$ cat src/rtl/rega_pkg.sv
// Shared types and helpers for the irrigation controller (controle_rega).
// Holds the FSM state encoding, the tank-level sensor codes and small
// constant functions used for validity checks and counter sizing.
package rega_pkg;

  // FSM states; the numeric values are visible on the Estado port.
  typedef enum logic [2:0] {
    IDLE  = 3'd0,
    ENCHE = 3'd1,
    REGA  = 3'd2,
    PAUSA = 3'd3,
    ERRO  = 3'd4
  } estado_t;

  // Filtered sensor codes, bit order {H, M, L}.
  localparam logic [2:0] NV_CRITICO = 3'b000;
  localparam logic [2:0] NV_BAIXO   = 3'b001;
  localparam logic [2:0] NV_MEDIO   = 3'b011;
  localparam logic [2:0] NV_ALTO    = 3'b111;

  // A physically consistent tank reading: every sensor below a wet one is wet.
  function automatic logic nivel_valido(input logic [2:0] nivel);
    return (nivel == NV_CRITICO) || (nivel == NV_BAIXO) ||
           (nivel == NV_MEDIO)   || (nivel == NV_ALTO);
  endfunction

  // Elaboration-time maximum, used to size the shared timer.
  function automatic int max_int(input int a, input int b);
    return (a > b) ? a : b;
  endfunction

endpackage

$ cat src/rtl/filtro_sensor.sv
// Sensor conditioning for the tank level inputs: a two-flop synchronizer
// followed by a debouncer. The filtered vector only takes a new value once
// the synchronized vector has held steady for DEB_CYCLES consecutive cycles.
module filtro_sensor #(
  parameter int DEB_CYCLES = 4,
  parameter int W          = 3
) (
  input  logic         clk,
  input  logic         rst_n,
  input  logic [W-1:0] raw,
  output logic [W-1:0] filt
);

  localparam int            CW       = $clog2(DEB_CYCLES + 1);
  localparam logic [CW-1:0] DEB_CNT  = CW'(DEB_CYCLES);
  localparam logic [CW-1:0] DEB_LAST = CW'(DEB_CYCLES - 1);

  logic [W-1:0]  sync1, sync2;
  logic [W-1:0]  cand;
  logic [CW-1:0] cnt;

  // Two-stage synchronizer for the asynchronous sensor lines.
  // NOTE: sequential state uses non-blocking (<=) so every flop samples the
  // pre-edge value; blocking here would collapse the two stages into one.
  always_ff @(posedge clk or negedge rst_n) begin
    if (!rst_n) begin
      sync1 <= '0;
      sync2 <= '0;
    end else begin
      sync1 <= raw;
      sync2 <= sync1;
    end
  end

  // Stability counter: any change restarts the count with the new candidate;
  // the candidate is accepted on its DEB_CYCLES-th consecutive cycle.
  always_ff @(posedge clk or negedge rst_n) begin
    if (!rst_n) begin
      cand <= '0;
      cnt  <= '0;
      filt <= '0;
    end else if (sync2 != cand) begin
      cand <= sync2;
      cnt  <= CW'(1);
      if (DEB_CYCLES == 1) filt <= sync2;
    end else if (cnt != DEB_CNT) begin
      cnt <= cnt + 1'b1;
      if (cnt == DEB_LAST) filt <= cand;
    end
  end

endmodule

$ cat src/rtl/controle_rega.sv
// Tank fill / irrigation controller. Filtered level sensors and a soil-dry
// request drive a five-state Moore FSM controlling the inlet valve (Ve) and
// the irrigation pump (Bomba), with forced pauses, error lockout and alarm.
// Optional build macro: CONTROLE_REGA_TIMEOUT_EN enables the fill timeout
// (ENCHE -> ERRO after T_ENCHE cycles without reaching the high level).
module controle_rega
  import rega_pkg::*;
#(
  parameter int DEB_CYCLES = 4,
  parameter int T_REGA     = 1000,
  parameter int T_PAUSA    = 200,
  parameter int T_ENCHE    = 5000
) (
  input  logic       Clk,
  input  logic       Rst_n,
  input  logic       H,
  input  logic       M,
  input  logic       L,
  input  logic       Seco,
  input  logic       Clr_err,
  output logic       Ve,
  output logic       Bomba,
  output logic       Al,
  output logic       Err,
  output logic [2:0] Estado
);

`ifdef CONTROLE_REGA_TIMEOUT_EN
  localparam int T_MAX = max_int(max_int(T_REGA, T_PAUSA), T_ENCHE);
`else
  localparam int T_MAX = max_int(T_REGA, T_PAUSA);
`endif
  localparam int            TW       = $clog2(T_MAX) + 1;
  localparam logic [TW-1:0] LD_REGA  = TW'(T_REGA - 1);
  localparam logic [TW-1:0] LD_PAUSA = TW'(T_PAUSA - 1);
`ifdef CONTROLE_REGA_TIMEOUT_EN
  localparam logic [TW-1:0] LD_ENCHE = TW'(T_ENCHE - 1);
`else
  // T_ENCHE has no function in this build; keep the parameter referenced.
  logic unused_t_enche;
  assign unused_t_enche = ^32'(T_ENCHE);
`endif

  logic [1:0]    rst_ff;
  logic          rst_sync_n;
  logic [2:0]    nivel;
  estado_t       state, next_state;
  logic [TW-1:0] timer, timer_ld;
  logic          al_q;
  logic          nv_enche, nv_alto;

  // Reset synchronizer: assertion passes straight through, release is
  // aligned to Clk so no flop leaves reset on a marginal edge.
  always_ff @(posedge Clk or negedge Rst_n) begin
    if (!Rst_n) rst_ff <= 2'b00;
    else        rst_ff <= {rst_ff[0], 1'b1};
  end
  assign rst_sync_n = rst_ff[1];

  filtro_sensor #(
    .DEB_CYCLES (DEB_CYCLES),
    .W          (3)
  ) u_filtro (
    .clk   (Clk),
    .rst_n (rst_sync_n),
    .raw   ({H, M, L}),
    .filt  (nivel)
  );

  assign nv_enche = (nivel == NV_CRITICO) || (nivel == NV_BAIXO);
  assign nv_alto  = (nivel == NV_ALTO);

  // Next-state decode; an inconsistent sensor reading overrides everything.
  // NOTE: next_state gets a default before any branch so no path leaves it
  // unassigned, which would otherwise infer a latch.
  always_comb begin
    next_state = state;
    if (!nivel_valido(nivel)) begin
      next_state = ERRO;
    end else begin
      case (state)
        IDLE: begin
          if (nv_enche)  next_state = ENCHE;
          else if (Seco) next_state = REGA;
        end
        ENCHE: begin
          if (nv_alto) next_state = IDLE;
`ifdef CONTROLE_REGA_TIMEOUT_EN
          else if (timer == '0) next_state = ERRO;
`endif
        end
        REGA: begin
          if (nv_enche)           next_state = ENCHE;
          else if (!Seco)         next_state = IDLE;
          else if (timer == '0)   next_state = PAUSA;
        end
        PAUSA: begin
          if (timer == '0) next_state = IDLE;
        end
        ERRO: begin
          if (Clr_err) next_state = IDLE;
        end
        default: next_state = IDLE;
      endcase
    end
  end

  // Timer reload value for the state being entered.
  always_comb begin
    timer_ld = '0;
    case (next_state)
      REGA:    timer_ld = LD_REGA;
      PAUSA:   timer_ld = LD_PAUSA;
`ifdef CONTROLE_REGA_TIMEOUT_EN
      ENCHE:   timer_ld = LD_ENCHE;
`endif
      default: timer_ld = '0;
    endcase
  end

  // State register.
  always_ff @(posedge Clk or negedge rst_sync_n) begin
    if (!rst_sync_n) state <= IDLE;
    else             state <= next_state;
  end

  // Shared down-counter: reloaded on every state change, holds at zero.
  always_ff @(posedge Clk or negedge rst_sync_n) begin
    if (!rst_sync_n)               timer <= '0;
    else if (next_state != state)  timer <= timer_ld;
    else if (timer != '0)          timer <= timer - 1'b1;
  end

  // Alarm register, updated alongside the state so Al and Err line up.
  always_ff @(posedge Clk or negedge rst_sync_n) begin
    if (!rst_sync_n) al_q <= 1'b0;
    else             al_q <= (nivel == NV_CRITICO) || (next_state == ERRO);
  end

  // Moore outputs; Ve and Bomba decode disjoint states so they never overlap.
  assign Ve     = (state == ENCHE);
  assign Bomba  = (state == REGA);
  assign Err    = (state == ERRO);
  assign Al     = al_q;
  assign Estado = state;

endmodule

$ cat config.mk
export PLATFORM = sky130hd
export DESIGN_NAME = controle_rega
export DESIGN_NICKNAME = d
export VERILOG_FILES = /design/src/rtl/rega_pkg.sv /design/src/rtl/filtro_sensor.sv /design/src/rtl/controle_rega.sv
export SDC_FILE = /design/constraint.sdc
export NUM_CORES = 1
export LEC_CHECK = 0
export ABC_CLOCK_PERIOD_IN_PS = 1800
export CAP_MARGIN = 20
export CORE_UTILIZATION = 63
export CTS_BUF_LIST = sky130_fd_sc_hd__clkbuf_8
export CTS_CLUSTER_DIAMETER = 80
export DETAILED_ROUTE_END_ITERATION = 10
export MAX_ROUTING_LAYER = met4
export PLACE_DENSITY_LB_ADDON = 0.15
export SLEW_MARGIN = 20
export SYNTH_ARGS = -nofsm -noshare
export SYNTH_HDL_FRONTEND = slang
export SYNTH_HIERARCHICAL = 1
export SYNTH_SLANG_ARGS = --single-unit
$ cat constraint.sdc
create_clock -name Clk -period 1.8 [get_ports Clk]
set_input_delay 0.27 -clock Clk [delete_from_list [all_inputs] [get_ports Clk]]
set_output_delay 0.27 -clock Clk [all_outputs]
set_load 0.02 [all_outputs]
==> flow_summary.json, run 1 <==
{
  "outcome": "stopped before the end",
  "haltStage": "global routing",
  "stop_error": "[ERROR DPL-0033] detailed placement checks failed during check placement.",
  "die_h_um": 52.13,
  "yosysMostFrequentCell": "dfrtp_1",
  "ys_seq_area_share_pct": 50.59,
  "grt_max_degree": 31,
  "port_buffers": 13,
  "synth_top_flop_cell": "dfrtp_1",
  "synth_commonest_cells": "32 x dfrtp_1, 15 x nor2_1, 14 x nand2_1",
  "postGrtWorstEndpoint": "timer[5]$_DFFE_PN0P_/D",
  "syn_avg_cell_area_um2": 10.08,
  "synthArstFlopShare_pct": 100.0,
  "cts-root-buf": "clkbuf_8",
  "cts-buffers-inserted": 5,
  "syn_area_mm2": 0.001583,
  "syn-num-nets": 168,
  "synth-edff-count": 0,
  "yosys_register_bits": 32,
  "antenna_found_initial": 0,
  "dp_hpwl_mm": 2.883,
  "synth_top_area_cell": "dfrtp_1",
  "synth_area_leaders": "dfrtp_1 51%, xnor2_1 5.0%, nor2_1 3.6%",
  "ios": 14,
  "yosys_warnings": 6,
  "dieWidth_um": 52.13,
  "syn_inst": 157,
  "gp_congestion": 0.9246,
  "synth.distinct_cells": 37,
  "htree_num_levels": 2,
  "synth_top_area_share_pct": 50.59,
  "endpoint_type": "register data pin",
  "fp-row-count": 17,
  "start_util_pct": 68.90,
  "cts_max_path_buffers": 2,
  "cts.sinks": 32
}
-- logic make-up after synthesis --
| group | Yosys count | synth area share [%] |
|---|---|---|
| XOR/XNOR | 12 | 6.641 |
| AND/OR/NAND/NOR | 58 | 19.37 |
| multiplexers | 4 | 2.767 |
| other | 1 | 0.2369 |
| buffers and inverters | 14 | 3.320 |
| AO/OA/AOI/OAI | 32 | 13.91 |
| flip-flops | 32 | 50.59 |
| adder cells (fa/ha/maj) | 4 | 3.162 |
-- metrics by stage --
stage	worst slack [ns]	util [%]	instances	instance area, um2
2_1_floorplan	0.008241	-	157	1617
3_3_place_gp	0.03948	85.51	219	1964
3_5_place_dp	-0.1182	85.51	219	1964
4_1_cts	-0.1262	93.46	231	2147
-- timing repair --
action                                  4_1_cts
setup buffers                                 4
pin swaps                                    15
gates resized for setup                      19
endpoints found under the setup margin       16
hold buffers                                  0
gates cloned                                  0
==> run 2: changes to the inputs <==
CORE_UTILIZATION = 40   (was 63)
CTS_BUF_LIST = not set   (was sky130_fd_sc_hd__clkbuf_8)
CTS_CLUSTER_DIAMETER = not set   (was 80)
MAX_ROUTING_LAYER = not set   (was met4)
==> flow_summary.json, run 2 <==
{
  "wirelength_mm": 3.475,
  "port_buffers": 13,
  "area_growth_pct": 39.29,
  "vias_per_cell": 5.211,
  "multi_input_comb_area_um2": 802.0,
  "reg2reg_depth": 9,
  "fin_skew_ns": 0.006897,
  "fmax_mhz": 539.5,
  "top_register": "timer",
  "outcome": "finished with violations",
  "start_util_pct": 42.59,
  "hold_violations": 0,
  "sequentialPowerShare_pct": 27.3,
  "grt_usage_pct": 19.84,
  "syn_avg_cell_area_um2": 10.08,
  "maxCapViolations": 0,
  "setup_violations": 9,
  "design_area_mm2": 0.002205,
  "p_comb_share_pct": 53.5,
  "synth_top_flop_cell": "dfrtp_1",
  "diodes": 0,
  "yosys_warnings": 6,
  "synthArstFlopShare_pct": 100.0,
  "detail_route.wl_per_cell_um": 13.57,
  "synth.distinct_cells": 37,
  "synth_area_leaders": "dfrtp_1 51%, xnor2_1 5.0%, nor2_1 3.6%",
  "synth-edff-count": 0,
  "ys_seq_area_share_pct": 50.59,
  "power.internal_uw": 2253,
  "syn-num-nets": 168,
  "cts_max_path_buffers": 2,
  "syn_area_mm2": 0.001583,
  "post_dp_cell_area_mm2": 0.002027,
  "synth_top_area_cell": "dfrtp_1",
  "p_per_area_mw_per_mm2": 1658,
  "dp_slack_ns": -0.05559,
  "final_common_cell": "buf_4",
  "peakVddDrop_v": 0.0006146,
  "syn_inst": 157,
  "fp-row-count": 22,
  "slew_violations": 0,
  "clk_latency_ns": 0.29,
  "core-area_mm2": 0.003716,
  "leakagePower_uw": 0.001024,
  "fill_cells": 332,
  "fin_nets": 218,
  "synth_commonest_cells": "32 x dfrtp_1, 15 x nor2_1, 14 x nand2_1",
  "cts.clk_slew.worst_paths_ns": 0.07,
  "drt_iter0_markers": 76,
  "dieWidth_um": 64.91,
  "cts-hold-fix-buffers": 0,
  "p_sw_share_pct": 38.36,
  "critPathMaxFanout": 5,
  "drive_gt1_share_pct": 33.65,
  "htree_num_levels": 2,
  "antenna_found_initial": 0,
  "reg2reg_from": "timer[1]",
  "yosys_register_bits": 32,
  "critPathLaunchType": "flop",
  "seq_area_um2": 802.0,
  "ios": 14,
  "grt_pass1_vias": 1356,
  "pwr-share-clk_pct": 19.2,
  "post-route-min-period_ns": 1.853,
  "drt_pass1_iterations": 5,
  "die_area_mm2": 0.004213,
  "grt_max_degree": 16,
  "cts.sinks": 32,
  "worstSetupPathType": "flop to flop",
  "r2r-end": "timer[2]",
  "dr_total_vias": 1334,
  "fin_crit_sh_pct": 103.0,
  "grt_pass1_wl_mm": 6.223,
  "p_switching_uw": 1402,
  "worst-endpoint-arrival_ns": 2.03,
  "required_ns": 1.98,
  "endpoint_kind": "flop",
  "largest_reg_flops": 11,
  "yosysMostFrequentCell": "dfrtp_1",
  "remaining_drc_errors": 0,
  "ant_nets": 0,
  "synth_top_area_share_pct": 50.59,
  "setup_ws_ns": -0.05342,
  "die_h_um": 64.91,
  "rsz0062_at_grt": "yes",
  "cts-root-buf": "clkbuf_8",
  "violations": "negative setup slack",
  "startpoint": "timer[1]",
  "gp_congestion": 0.8855,
  "rrSetupSlack_ns": -0.05,
  "tritoncts": "built",
  "grt_overflow": 0,
  "critPathCapture": "timer[2]",
  "min_path_type": "input pin to asynchronous set/reset pin",
  "cts-buffers-inserted": 5,
  "layout_common_cells": "37 x buf_4, 31 x dfrtp_1, 15 x nor2_1",
  "dp_hpwl_mm": 2.582
}
[run 2: cell counts after synthesis]
Identical to the previous run, type by type.
[run 2: worst min-delay path by stage]
stage | start | end | slack, ns | cells past startpoint
global placement | rst_ff[1] | u_filtro/sync2[1] | 0.20 | 1
CTS | Rst_n | rst_ff[0] | 0.13 | 1
global route | Rst_n | rst_ff[1] | 0.13 | 1
detailed placement | rst_ff[1] | u_filtro/sync2[1] | 0.21 | 1
finish | Rst_n | rst_ff[0] | 0.14 | 1
floorplan | Rst_n | rst_ff[0] | -0.03 | 0
[run 2: area by class of cell]
type / instances / share of cell area (%)
tap: 48 / 2.724
clock inverter: 3 / 1.930
timing repair buffer: 50 / 18.27
inverter: 7 / 1.192
sequential: 32 / 36.38
clock buffer: 5 / 3.121
multi-input combinational: 111 / 36.38
[run 2: power groups by stage]
stage	Sequential [uW]	Clock, uW	Combinational [uW]
after floorplan	1020	0	1060
after global placement	996	0	1720
after detailed placement	1000	0	1760
after CTS	992	717	1890
after global routing	1020	741	2170
final	1000	700	1960
[run 2: per-stage QoR]
step / TNS, ns / power, uW / hold WS [ns] / std cells / util [%]
floorplan: 0 / 2072 / -0.02559 / 157 / -
global placement: -0.08705 / 2721 / 0.1963 / 244 / 54.55
detailed placement: -0.3841 / 2766 / 0.2071 / 244 / 54.55
CTS: -0.3606 / 3603 / 0.1330 / 257 / 58.86
global route: -1.839 / 3927 / 0.1329 / 256 / 59.33
finish: -0.2959 / 3656 / 0.1382 / 256 / 59.33
[run 2: critical path: stages (launching register included)]
cell      delay [ns]
dfrtp_1         0.39
inv_2           0.09
ha_4            0.13
nor3b_4         0.22
and3_4          0.22
a221o_1         0.16
nand2b_1        0.09
o21bai_1        0.19
buf_4           0.19
o31ai_2         0.07
[run 2: timing repair]
action | CTS | global route
pin swaps | 5 | 8
endpoints found under the hold margin | 0 | 0
buffers inserted | 5 | 1
gates resized for setup | 12 | 7
endpoints found under the setup margin | 17 | 16
[run 2: cells by family after synthesis]
| kind of cell | Yosys count | share of synthesized area [%] |
|---|---|---|
| flip-flops | 32 | 50.59 |
| other | 1 | 0.2369 |
| AO/OA/AOI/OAI | 32 | 13.91 |
| buffers and inverters | 14 | 3.320 |
| XOR/XNOR | 12 | 6.641 |
| adder cells (fa/ha/maj) | 4 | 3.162 |
| multiplexers | 4 | 2.767 |
| AND/OR/NAND/NOR | 58 | 19.37 |
[run 2: layer usage]
metal  share of wire, %  vias up  GRT usage [%]
met5                  0        -              0
met4                2.0        0          10.56
met3                3.8        5          3.873
met2                 47       31          31.12
met1                 48      652          25.64
li1                   -      646              -
Power figures use the tool's default switching activity.
